[src/rtl/logic_pkg.sv]
// rtl/logic_pkg.sv - shared constants for the emulated logic-part library
package logic_pkg;

  localparam int LOGIC_SYNC_STAGES_DEF = 2;
  localparam int LOGIC_BUS_W           = 8;

endpackage

[src/rtl/pin_sync.sv]
// rtl/pin_sync.sv - multi-bit chip-pin synchronizer with per-instance reset value
module pin_sync
  import logic_pkg::*;
#(
  parameter int            W       = 1,
  parameter int            STAGES  = LOGIC_SYNC_STAGES_DEF,
  parameter logic [W-1:0]  RST_VAL = '0
) (
  input  logic         i_clk,
  input  logic         i_rst,
  input  logic [W-1:0] i_d,
  output logic [W-1:0] o_q
);

  // Fewer than two flops would not resolve metastability, so clamp upward.
  localparam int N = (STAGES < 2) ? 2 : STAGES;

  logic [W-1:0] r_stage [N];

  always_ff @(posedge i_clk or posedge i_rst) begin
    if (i_rst) begin
      for (int i = 0; i < N; i++) begin
        r_stage[i] <= RST_VAL;
      end
    end else begin
      r_stage[0] <= i_d;
      for (int i = 1; i < N; i++) begin
        r_stage[i] <= r_stage[i-1];
      end
    end
  end

  assign o_q = r_stage[N-1];

endmodule

[src/rtl/logic_74hc165.sv]
// rtl/logic_74hc165.sv - clocked 74HC165 parallel-in/serial-out shift register
module logic_74hc165
  import logic_pkg::*;
#(
  parameter int WIDTH       = LOGIC_BUS_W,
  parameter int SYNC_STAGES = LOGIC_SYNC_STAGES_DEF
) (
  input  logic             CLK,
  input  logic             RST,
  input  logic [WIDTH-1:0] D,
  input  logic             nPL,
  input  logic             CP,
  input  logic             nCE,
  input  logic             DS,
  output logic             Q7,
  output logic             nQ7
);

  logic [WIDTH-1:0] w_d_s;
  logic             w_ds_s;
  logic             w_npl_s;
  logic             w_cp_s;
  logic             w_nce_s;
  logic             w_ceff;
  logic             w_rise;

  logic             r_prev_ceff;
  logic [WIDTH-1:0] r_shift;

  pin_sync #(
    .W       (WIDTH + 1),
    .STAGES  (SYNC_STAGES),
    .RST_VAL ('0)
  ) u_sync_data (
    .i_clk (CLK),
    .i_rst (RST),
    .i_d   ({D, DS}),
    .o_q   ({w_d_s, w_ds_s})
  );

  pin_sync #(
    .W       (1),
    .STAGES  (SYNC_STAGES),
    .RST_VAL (1'b1)
  ) u_sync_npl (
    .i_clk (CLK),
    .i_rst (RST),
    .i_d   (nPL),
    .o_q   (w_npl_s)
  );

  // Clock pins reset high so a pin already low at release never looks like an edge.
  pin_sync #(
    .W       (2),
    .STAGES  (SYNC_STAGES),
    .RST_VAL (2'b11)
  ) u_sync_clk (
    .i_clk (CLK),
    .i_rst (RST),
    .i_d   ({CP, nCE}),
    .o_q   ({w_cp_s, w_nce_s})
  );

  assign w_ceff = w_cp_s | w_nce_s;
  assign w_rise = w_ceff & ~r_prev_ceff;

  always_ff @(posedge CLK or posedge RST) begin
    if (RST) begin
      r_prev_ceff <= 1'b1;
      r_shift     <= '0;
    end else begin
      r_prev_ceff <= w_ceff;
      if (!w_npl_s) begin
        r_shift <= w_d_s;
      end else if (w_rise) begin
        r_shift <= {r_shift[WIDTH-2:0], w_ds_s};
      end
    end
  end

  assign Q7  = r_shift[WIDTH-1];
  assign nQ7 = ~r_shift[WIDTH-1];

endmodule

[config.mk]
export PLATFORM = sky130hd
export DESIGN_NAME = logic_74hc165
export DESIGN_NICKNAME = d
export VERILOG_FILES = /design/src/rtl/logic_pkg.sv /design/src/rtl/pin_sync.sv /design/src/rtl/logic_74hc165.sv
export SDC_FILE = /design/constraint.sdc
export NUM_CORES = 1
export LEC_CHECK = 0
export ABC_AREA = 1
export CAP_MARGIN = 20
export CORE_MARGIN = 1
export CORE_UTILIZATION = 55
export DETAILED_ROUTE_END_ITERATION = 8
export PLACE_DENSITY = 0.86
export REMOVE_ABC_BUFFERS = 1
export SYNTH_ARGS = -nofsm -noshare
export SYNTH_HDL_FRONTEND = slang
export SYNTH_SLANG_ARGS = --single-unit
[constraint.sdc]
create_clock -name CLK -period 2 [get_ports CLK]
set_clock_uncertainty 0.2 [all_clocks]
set_input_delay 0.4 -clock CLK [delete_from_list [all_inputs] [get_ports CLK]]
set_output_delay 0.4 -clock CLK [all_outputs]
set_load 0.1 [all_outputs]
Yosys cells after proc, flatten, opt, wreduce, memory -nomap -nowiden
Cells that the tools add are included.
- equal/unequal tests: 1
- mux-type cells: 2
- bitwise operators: 4
- operators by type and width (kind ; number):
    two-way mux 8 bit ; 2
    != test 2 bit, second input constant ; 1
    NOT 1 bit ; 2
    AND 1 bit ; 1
    bitwise OR 1 bit ; 1
- bits in registers: 33
- bits of input ports: 14
- output and inout bits: 2
- word-level logic and storage cells: 15

Logic depth before layout (Yosys ltp)
Gate-level depths: netlist of run 1.
- depth after elaboration: 4
- depth in mapped cells: 6
- gate-level depth less buffers: 5

By module
From an unflattened synthesis of run 1, not the netlist that was laid out.
- cells, all modules: 104
- area, all modules: 1207.4 um^2
- by module, submodules not included (module ; times used ; cells an instance ; area an instance (um^2)):
    pin_sync at u_sync_data ; 1 ; 28 ; 521.8
    logic_74hc165 ; 1 ; 66 ; 505.5
    pin_sync at u_sync_clk ; 1 ; 7 ; 123.9
    pin_sync at u_sync_npl ; 1 ; 3 ; 56.3

Least setup slack after synthesis of run 1
Ideal clock, no wire load.
- path kind: reg-to-output
- start: register r_shift[7]
- end: output port nQ7
- arrival time: 1583 ps
- required time: 1400 ps
- slack: -183 ps
- stages on the path, launching flop included: 2
- cell sequence: dfrtp_1 > inv_1
- cells in the longest elaborated chain, start to end: 1
- RTL lines (what ; line ; text):
    from (decl) ; logic_74hc165.sv:28 ; logic [WIDTH-1:0] r_shift;
    from (signal assigned) ; logic_74hc165.sv:74 ; r_shift <= w_d_s;
    from (signal assigned) ; logic_74hc165.sv:76 ; r_shift <= {r_shift[WIDTH-2:0], w_ds_s};
    NOT 1 bit ; logic_74hc165.sv:82 ; assign nQ7 = ~r_shift[WIDTH-1];
    to (decl) ; logic_74hc165.sv:16 ; output logic nQ7
Every way passes these cells.

Worst setup path after layout of run 1
Ends and elaborated chain as after synthesis.

==> results of run 1 <==
==> flip-flops by register name, summed over array words and instances (netlist names) <==
signal,count
u_sync_data.r_stage,9
u_sync_data.o_q,9
r_prev_ceff,1
u_sync_clk.r_stage,2
u_sync_npl.o_q,1
u_sync_clk.o_q,2
r_shift,8
u_sync_npl.r_stage,1
==> kinds of logic after synthesis <==
family | synth area share
buffers and inverters | 0.0674
and+or+nand+nor | 0.133
DFF | 0.749
AOI/OAI and AO/OA | 0.0506
==> stage by stage <==
step | TNS (ps) | setup WS, ps | area (sq um)
4_1_cts | 0 | 343 | 1370
3_3_place_gp | 0 | 678 | 1290
3_5_place_dp | 0 | 564 | 1290
5_1_grt | 0 | 305 | 1370
2_1_floorplan | -183 | -183 | 1080
6_report | 0 | 356 | 1370
==> worst max-delay path: cells and delay by family (launching register included) <==
family	cells	cell delay (ps)
buf+inv	2	290
flops	1	440
==> synth_stat cells <==
| library cell | number |
|---|---|
| buf_6 | 3 |
| dfrtp_1 | 26 |
| dfstp_2 | 7 |
| inv_1 | 11 |
| nand2_1 | 24 |
| nand2_4 | 1 |
| nand3_1 | 8 |
| o21ai_1 | 8 |
| o21ai_4 | 1 |
| or2_1 | 1 |
==> cells in the final DEF (no fill, tap or decap) <==
master,synthesis,routed
dfstp_2,7,7
bufinv_16,0,1
nand3_1,8,8
nand2_4,1,1
clkbuf_1,0,1
clkbuf_4,0,5
buf_12,0,2
clkbuf_8,0,1
clkdlybuf4s50_1,0,13
o21ai_1,8,8
buf_4,0,1
o21ai_4,1,1
dfrtp_1,26,26
nand2_1,24,24
or2_1,1,1
inv_1,11,11
==> worst max path at each step <==
| stage | startpoint | endpoint | depth (start not counted) |
|---|---|---|---|
| 5_1_grt | r_shift[7] | nQ7 | 2 |
| 3_5_place_dp | u_sync_npl.o_q | r_shift[0] | 4 |
| 2_1_floorplan | r_shift[7] | nQ7 | 1 |
| 6_report | r_shift[7] | nQ7 | 2 |
| 3_3_place_gp | u_sync_npl.o_q | r_shift[2] | 3 |
| 4_1_cts | r_shift[7] | nQ7 | 2 |
==> routing by layer <==
layer | vias up | wire [microns]
li1 | 314 | -
met1 | 304 | 644
met2 | 29 | 922
met3 | 2 | 83
met4 | 0 | 17
met5 | - | 0
==> area by class of cell <==
cell class,count,area share
timing repair buffer,16,0.129
inverter,11,0.0301
clock buffer,7,0.0401
tap,25,0.0228
multi-input combinational,43,0.148
clock inverter,1,0.0219
sequential,33,0.607
==> where the power goes <==
group,total (mW),internal [mW],switching (mW)
Clock,0.500,0.299,0.202
Combinational,0.157,0.0664,0.0910
Sequential,0.750,0.719,0.0307
Total,1.41,1.08,0.323
==> out/metrics.csv, run 1 <==
metric,value,unit
largest net degree at the start of global routing,34,
synthesized area per cell,12.4,sq um
largest buffer count on any clock path,2,
first-pass GRT wire length,2590,microns
leakage,0.665,nW
crit end category,output port,
"slowest stage cell, crit path",dfrtp_1,
Port Buf Inserts,15,
grt met1 use,0.199,
Post-Synthesis Cells,90,
vias,649,
hpwl dp,1180,microns
met3 Usage GRT,0.0731,
Hold Fails Final Rpt,0,
final WL,1670,microns
Crit Path Max Fanout,3,
detailed-route wire length per cell,12.3,microns
dpl cells,128,
mapped cell area,1110,sq um
post-synthesis register bit count,33,
final slew viol count,0,
outcome,completed,
hold-critical path depth,0,
Synth area leaders,"dfrtp_1 58%, dfstp_2 17%, nand2_1 8.1%",
Worst EP arrival,1040,ps
Total Power,1.41,mW
met2 Track Usage GR,0.314,
Required @ worst endpoint,1400,ps
Starting DRT DRC Count,30,
Hold Path Origin,u_sync_npl.r_stage[1],
hold slack final,151,ps
Placer Congestion,0.770,
Tot GR Track Use,0.189,
number of max-cap violations,0,
CTS Buf Count,5,
R2R cell count,4,
setup violators final,0,
clk sinks,33,
I/O pin count,16,
worst reg2reg setup slack,520,ps
ratio of cells with drive above 1 in the final layout,0.171,
pwr dens,1020,nW/um^2
Hold Path End,u_sync_npl.o_q,
vias in the first global route,634,
"Seq/Total Area, Yosys",0.749,
TritonRoute pass-1 iters,6,
area grow syn2layout,23.4,%
RSZ-0062 raised after global routing,false,
Max VDD drop,0.000676,V
Worst R2R End,r_shift[0],
FMAX,0.608,GHz
Die Ht,47.0,microns
Core Region,1800,sq um
Yosys top cell by area,dfrtp_1,
GR peak layer,met2,
post-synth cell types,10,
worst relative slew slack,0.722,
worst path cell trace,inv_1 -> buf_12,
critical path class,reg2out,
hold_buf cts,0,
ANT nets after route,0,
Die ar.,2210,sq um
H-Tree Depth,2,
antenna cells,0,
worst slew pin tran,418,ps
TritonCTS clock tree,yes,
Worst-path clk slew,100,ps
Clock Latency Late Sink,310,ps
Startpoint Class,register,
row count,15,
register area,835,sq um
top cell type's share of synthesized area,0.584,
vias per cell,4.77,
"Largest stage delay, worst path",440,ps
initial antenna violation count,0,
Tmin final,1640,ps
DRC,0,
FILL cells,121,
final net count,124,
GRT Residual Overflow,0,
Ys Warns,0,
post-layout util,0.763,
root buffer cell,clkbuf_4,
Layout Cells excl Fill,136,
Worst R2R Start,u_sync_npl.o_q,
Final Cycle Share,0.822,
Initial Util,0.618,
Resized cells post-CTS,0,
die width,47.0,microns
Hold Path Class,reg2reg,
multi-input logic area,204,sq um
post-CTS setup repair buffer count,0,
Power figures use the tool's default switching activity.
==> run 2: changes to the inputs <==
--- a/config.mk
+++ b/config.mk
@@ -8,9 +8,9 @@
 export ABC_AREA = 1
 export CAP_MARGIN = 20
 export CORE_MARGIN = 1
-export CORE_UTILIZATION = 55
+export CORE_UTILIZATION = 46
 export DETAILED_ROUTE_END_ITERATION = 8
-export PLACE_DENSITY = 0.86
+export PLACE_DENSITY = 0.78
 export REMOVE_ABC_BUFFERS = 1
 export SYNTH_ARGS = -nofsm -noshare
 export SYNTH_HDL_FRONTEND = slang
==> constraint.sdc (replaced) <==
create_clock -name CLK -period 1.4 [get_ports CLK]
set_clock_uncertainty 0.2 [all_clocks]
set_input_delay 0.28 -clock CLK [delete_from_list [all_inputs] [get_ports CLK]]
set_output_delay 0.28 -clock CLK [all_outputs]
set_load 0.1 [all_outputs]
==> run 2 against run 1 <==
Against the previous run:
- the flow now finishes with violations (negative setup slack)
- wire length down 20%
- global-route usage down 5.9 points
- combinational power up 55%
- sequential power up 41%
- die area up 19%
- register-to-register slack worse by 390 ps
- clock power up 44%
- largest power group unchanged
==> out/metrics.csv, run 2 (synthesis results as in run 1) <==
metric,value,unit
Max VDD drop,0.000948,V
FMAX,0.672,GHz
clk sinks,33,
ANT nets after route,0,
Seq pwr share,0.524,
final net count,126,
switching share of power,0.228,
H-Tree Depth,2,
Initial Util,0.494,
Placer Congestion,0.765,
Power Internal,1.56,mW
Startpoint Class,register,
detailed-route wire length per cell,9.49,microns
Worst R2R Start,r_prev_ceff,
worst reg2reg setup slack,130,ps
GRT Residual Overflow,0,
pre-CTS setup slack,155,ps
Crit Path Max Fanout,3,
Die Ht,51.2,microns
Worst R2R End,r_shift[3],
Tot GR Track Use,0.130,
"Cell Area, Placed",1330,sq um
Hold Path Class,in2async,
I/O pin count,16,
worst relative slew slack,0.807,
FILL cells,181,
violations in the final reports,negative setup slack,
leakage,0.683,nW
"most common cell after layout, fill and taps aside",dfrtp_1,
setup violators final,2,
most frequent cells in the layout,"26 x dfrtp_1, 24 x nand2_1, 13 x clkdlybuf4s50_1",
TritonRoute pass-1 iters,4,
Die ar.,2620,sq um
CTS Buf Count,5,
logic gate share of total power,0.121,
sum of negative setup slack,-114,ps
die width,51.2,microns
RSZ-0062 raised after global routing,true,
vias in the first global route,548,
row count,17,
Starting DRT DRC Count,14,
vias,627,
number of max-cap violations,0,
TritonCTS clock tree,yes,
final WL,1340,microns
clock share of power,0.356,
DRC,0,
final worst slack,-88.4,ps
vias per cell,4.45,
root buffer cell,clkbuf_4,
largest buffer count on any clock path,2,
outcome,finished with violations,
R2R cell count,5,
initial antenna violation count,0,
Total Power,2.02,mW
area grow syn2layout,27.3,%
final slew viol count,0,
largest net degree at the start of global routing,34,
post-route design area,1420,sq um
Port Buf Inserts,15,
Final Cycle Share,1.06,
ratio of cells with drive above 1 in the final layout,0.195,
worst slew pin tran,289,ps
Clock Latency Late Sink,320,ps
Worst-path clk slew,100,ps
Worst EP arrival,1010,ps
critical path class,reg2out,
antenna cells,0,
Core Region,2250,sq um
pwr dens,1430,nW/um^2
hold_buf cts,0,
Required @ worst endpoint,920,ps
Psw,460,uW
crit end category,output port,
Hold Fails Final Rpt,0,
hpwl dp,833,microns
Tmin final,1490,ps
post-layout util,0.629,
first-pass GRT wire length,2300,microns
## run 2: cell types whose count changed in the layout (fill, tap and decap cells not counted)
cell / before / now
buf_12: 2 / 4
inv_1: 11 / 10
inv_2: 0 / 1
## run 2: cell type report
| type | instances | area [sq um] | share of cell area |
|---|---|---|---|
| sequential | 33 | 835 | 0.589 |
| multi-input combinational | 43 | 204 | 0.144 |
| timing repair buffer | 18 | 218 | 0.154 |
| clock inverter | 1 | 30.0 | 0.0212 |
| clock buffer | 7 | 55.1 | 0.0388 |
| tap | 28 | 35.0 | 0.0247 |
| inverter | 11 | 41.3 | 0.0291 |
## run 2: critical path, cell delays in order, from the launching register on
cell and delay, ps:
dfrtp_1 440, inv_2 90, buf_12 170
## run 2: metal layers
layer | global-route usage | share of wire
met1 | 0.169 | 0.46
met2 | 0.173 | 0.45
met3 | 0.0536 | 0.067
met4 | 0.0972 | 0.022
met5 | 0 | 0
## run 2: power by group through the flow
stage	sequential, mW	combinational [mW]	clock [mW]
final	1.06	0.244	0.720
after global routing	1.07	0.266	0.785
after CTS	1.06	0.242	0.747
after detailed placement	1.08	0.241	0
after global placement	1.08	0.237	0
after floorplan	1.10	0.105	0
## run 2: through the flow
step,hold WS (ps),cells
after global placement,132,132
final,79.1,141
after detailed placement,135,132
after CTS,67.1,140
after floorplan,84.5,87
after global routing,124,141
## run 2: what timing repair did
item / in CTS / in global routing
endpoints found under the setup margin: 2 / 2
pin swaps: 0 / 0
gates resized for setup: 1 / 0
setup buffers: 0 / 1
## run 2: worst max path at each step
stage,from,cells past startpoint,slack (ps),to
floorplan,r_shift[7],1,-660,nQ7
global placement,r_prev_ceff,5,190,r_shift[3]
detailed placement,r_prev_ceff,5,160,r_shift[3]
CTS,r_shift[7],2,-110,nQ7
global route,r_shift[7],2,-120,nQ7
finish,r_shift[7],2,-90,nQ7
==> run 3: changes to the inputs <==
--- a/config.mk
+++ b/config.mk
@@ -5,12 +5,11 @@
 export SDC_FILE = /design/constraint.sdc
 export NUM_CORES = 1
 export LEC_CHECK = 0
-export ABC_AREA = 1
 export CAP_MARGIN = 20
 export CORE_MARGIN = 1
-export CORE_UTILIZATION = 46
+export CORE_UTILIZATION = 45
 export DETAILED_ROUTE_END_ITERATION = 8
-export PLACE_DENSITY = 0.78
+export PLACE_DENSITY = 0.77
 export REMOVE_ABC_BUFFERS = 1
 export SYNTH_ARGS = -nofsm -noshare
 export SYNTH_HDL_FRONTEND = slang
==> run 3 against run 2 <==
Against the previous run:
- the run still ends with negative setup slack left
- via count down 8.0%
- cell count down 14%
- cell area down 8.9%
- core utilization down 0.25 points
- clock power down 33%
- combinational power down 25%
- sequential power about the same
- global-route usage up 1.3 points
- critical endpoint unchanged
==> out/metrics.csv, run 3 <==
metric,value,unit
Final Cycle Share,1.07,
Port Buf Inserts,15,
mapped cell area,1030,sq um
Tmin final,1500,ps
ratio of cells with drive above 1 in the final layout,0.213,
Initial Util,0.498,
largest net degree at the start of global routing,34,
Core Region,2060,sq um
RSZ-0062 raised after global routing,true,
final WL,1370,microns
ANT nets after route,0,
Placer Congestion,0.750,
Synth area leaders,"dfrtp_1 63%, dfstp_2 18%, nand2_1 5.8%",
die width,49.8,microns
origin of the worst setup path,r_shift[7],
number of synthesized flops with an enable pin,0,
Die Ht,49.8,microns
most frequent cells in the layout,"26 x dfrtp_1, 16 x nand2_1, 13 x clkdlybuf4s50_1",
I/O pin count,16,
ys flop type,dfrtp_1,
Required @ worst endpoint,920,ps
vias in the first global route,594,
row count,16,
critical path class,reg2out,
post-synth cell types,11,
vias per cell,4.77,
Worst-path clk slew,90,ps
setup violators final,2,
initial antenna violation count,0,
Die ar.,2480,sq um
FMAX,0.668,GHz
TritonRoute pass-1 iters,4,
leakage,0.569,nW
final slew viol count,0,
CP endpoint,nQ7,
Hold Path Class,in2async,
Post-synth ARST share,1.00,
H-Tree Depth,2,
root buffer cell,clkbuf_4,
final worst slack,-96.2,ps
pre-CTS setup slack,13.1,ps
Max VDD drop,0.000871,V
"Seq/Total Area, Yosys",0.812,
"most common cell after layout, fill and taps aside",dfrtp_1,
worst reg2reg setup slack,110,ps
Crit Path Max Fanout,3,
number of max-cap violations,0,
Worst EP arrival,1020,ps
Ys Warns,0,
Worst R2R End,r_shift[1],
TritonCTS clock tree,yes,
Post-Synthesis Cells,73,
CTS Buf Count,5,
post-synthesis register bit count,33,
DRC,0,
worst relative slew slack,0.777,
final net count,107,
outcome,finished with violations,
Hold Fails Final Rpt,0,
post-route design area,1290,sq um
register area,835,sq um
hold slack final,83.4,ps
GRT Residual Overflow,0,
violations in the final reports,negative setup slack,
antenna cells,0,
Commonest cells post-synth,"26 x dfrtp_1, 16 x nand2_1, 8 x a31oi_1, 8 x nor2_1, 7 x dfstp_2",
clk sinks,33,
detailed-route wire length per cell,11.3,microns
Startpoint Class,register,
Clock Latency Late Sink,320,ps
Worst R2R Start,u_sync_clk.o_q[0],
hpwl dp,920,microns
largest buffer count on any clock path,2,
post-CTS setup repair buffer count,0,
vias,577,
Starting DRT DRC Count,5,
"Cell Area, Placed",1230,sq um
R2R cell count,3,
synthesized area per cell,14.1,sq um
Yosys top cell by area,dfrtp_1,
most common cell in the netlist,dfrtp_1,
Layout Cells excl Fill,121,
first-pass GRT wire length,2420,microns
dpl cells,113,
pwr dens,1330,nW/um^2
FILL cells,152,
crit end category,output port,
top cell type's share of synthesized area,0.633,
Tot GR Track Use,0.143,
worst slew pin tran,334,ps
post-layout util,0.626,
area grow syn2layout,25.7,%
multi-input logic area,174,sq um
## run 3: changes by cell type after synthesis, sizes merged
cell    change
nand2       -9
a31oi       +8
nor2        +8
o21bai      +1
inv         -9
o21ba       +1
o21ai       -9
nand3       -8
## run 3: layer usage
layer  track usage  share of wire  vias up
li1              -              -      274
met3        0.0741          0.056        2
met5             0              0        -
met4         0.100          0.012        0
met2         0.212           0.51       15
met1         0.158           0.42      286
## run 3: kinds of logic (layout without fill, tap and decap cells)
kind of cell           count (synthesis)  count (layout)  synth area share
flip-flops                            33              33             0.812
AO/OA/AOI/OAI                         10              10            0.0694
buffers and inverters                  5              26            0.0244
AND/OR/NAND/NOR                       25              25            0.0938
## run 3: metrics by stage
step / setup TNS [ps] / power [mW]
after floorplan: -727 / 1.16
after global placement: 0 / 1.25
after detailed placement: 0 / 1.26
after CTS: -170 / 1.75
after global routing: -231 / 1.81
final: -132 / 1.72
## run 3: how the worst min path moves through the flow
stage,to,depth (start not counted)
2_1_floorplan,u_sync_clk.r_stage[2],0
3_3_place_gp,u_sync_data.o_q[0],0
3_5_place_dp,u_sync_data.o_q[2],0
4_1_cts,u_sync_data.o_q[1],3
5_1_grt,u_sync_data.r_stage[16],3
6_report,u_sync_data.r_stage[15],3
## run 3: timing repair
action	4_1_cts	5_1_grt
resized for setup	2	1
setup endpoints to repair	3	3
hold buffers	0	0
## run 3: final cells by class
| class | instances | share of cell area |
|---|---|---|
| flip-flops and latches | 33 | 0.646 |
| clock inverters | 2 | 0.00775 |
| well taps | 27 | 0.0262 |
| multi-input cells | 35 | 0.135 |
| clock buffers | 6 | 0.0320 |
| inverters | 2 | 0.00581 |
| repair buffers | 16 | 0.147 |
## run 3: worst max-delay path, cell delays in order, from the launching register on
cell and delay, ps:
dfrtp_1 440, inv_2 90, buf_12 170
## run 3: power breakdown
group	total [mW]	internal (mW)	switching [mW]	leakage, nW
Sequential	1.06	1.02	0.0340	0.374
Combinational	0.182	0.0846	0.0979	0.163
Clock	0.481	0.191	0.290	0.0320
Total	1.72	1.30	0.422	0.569
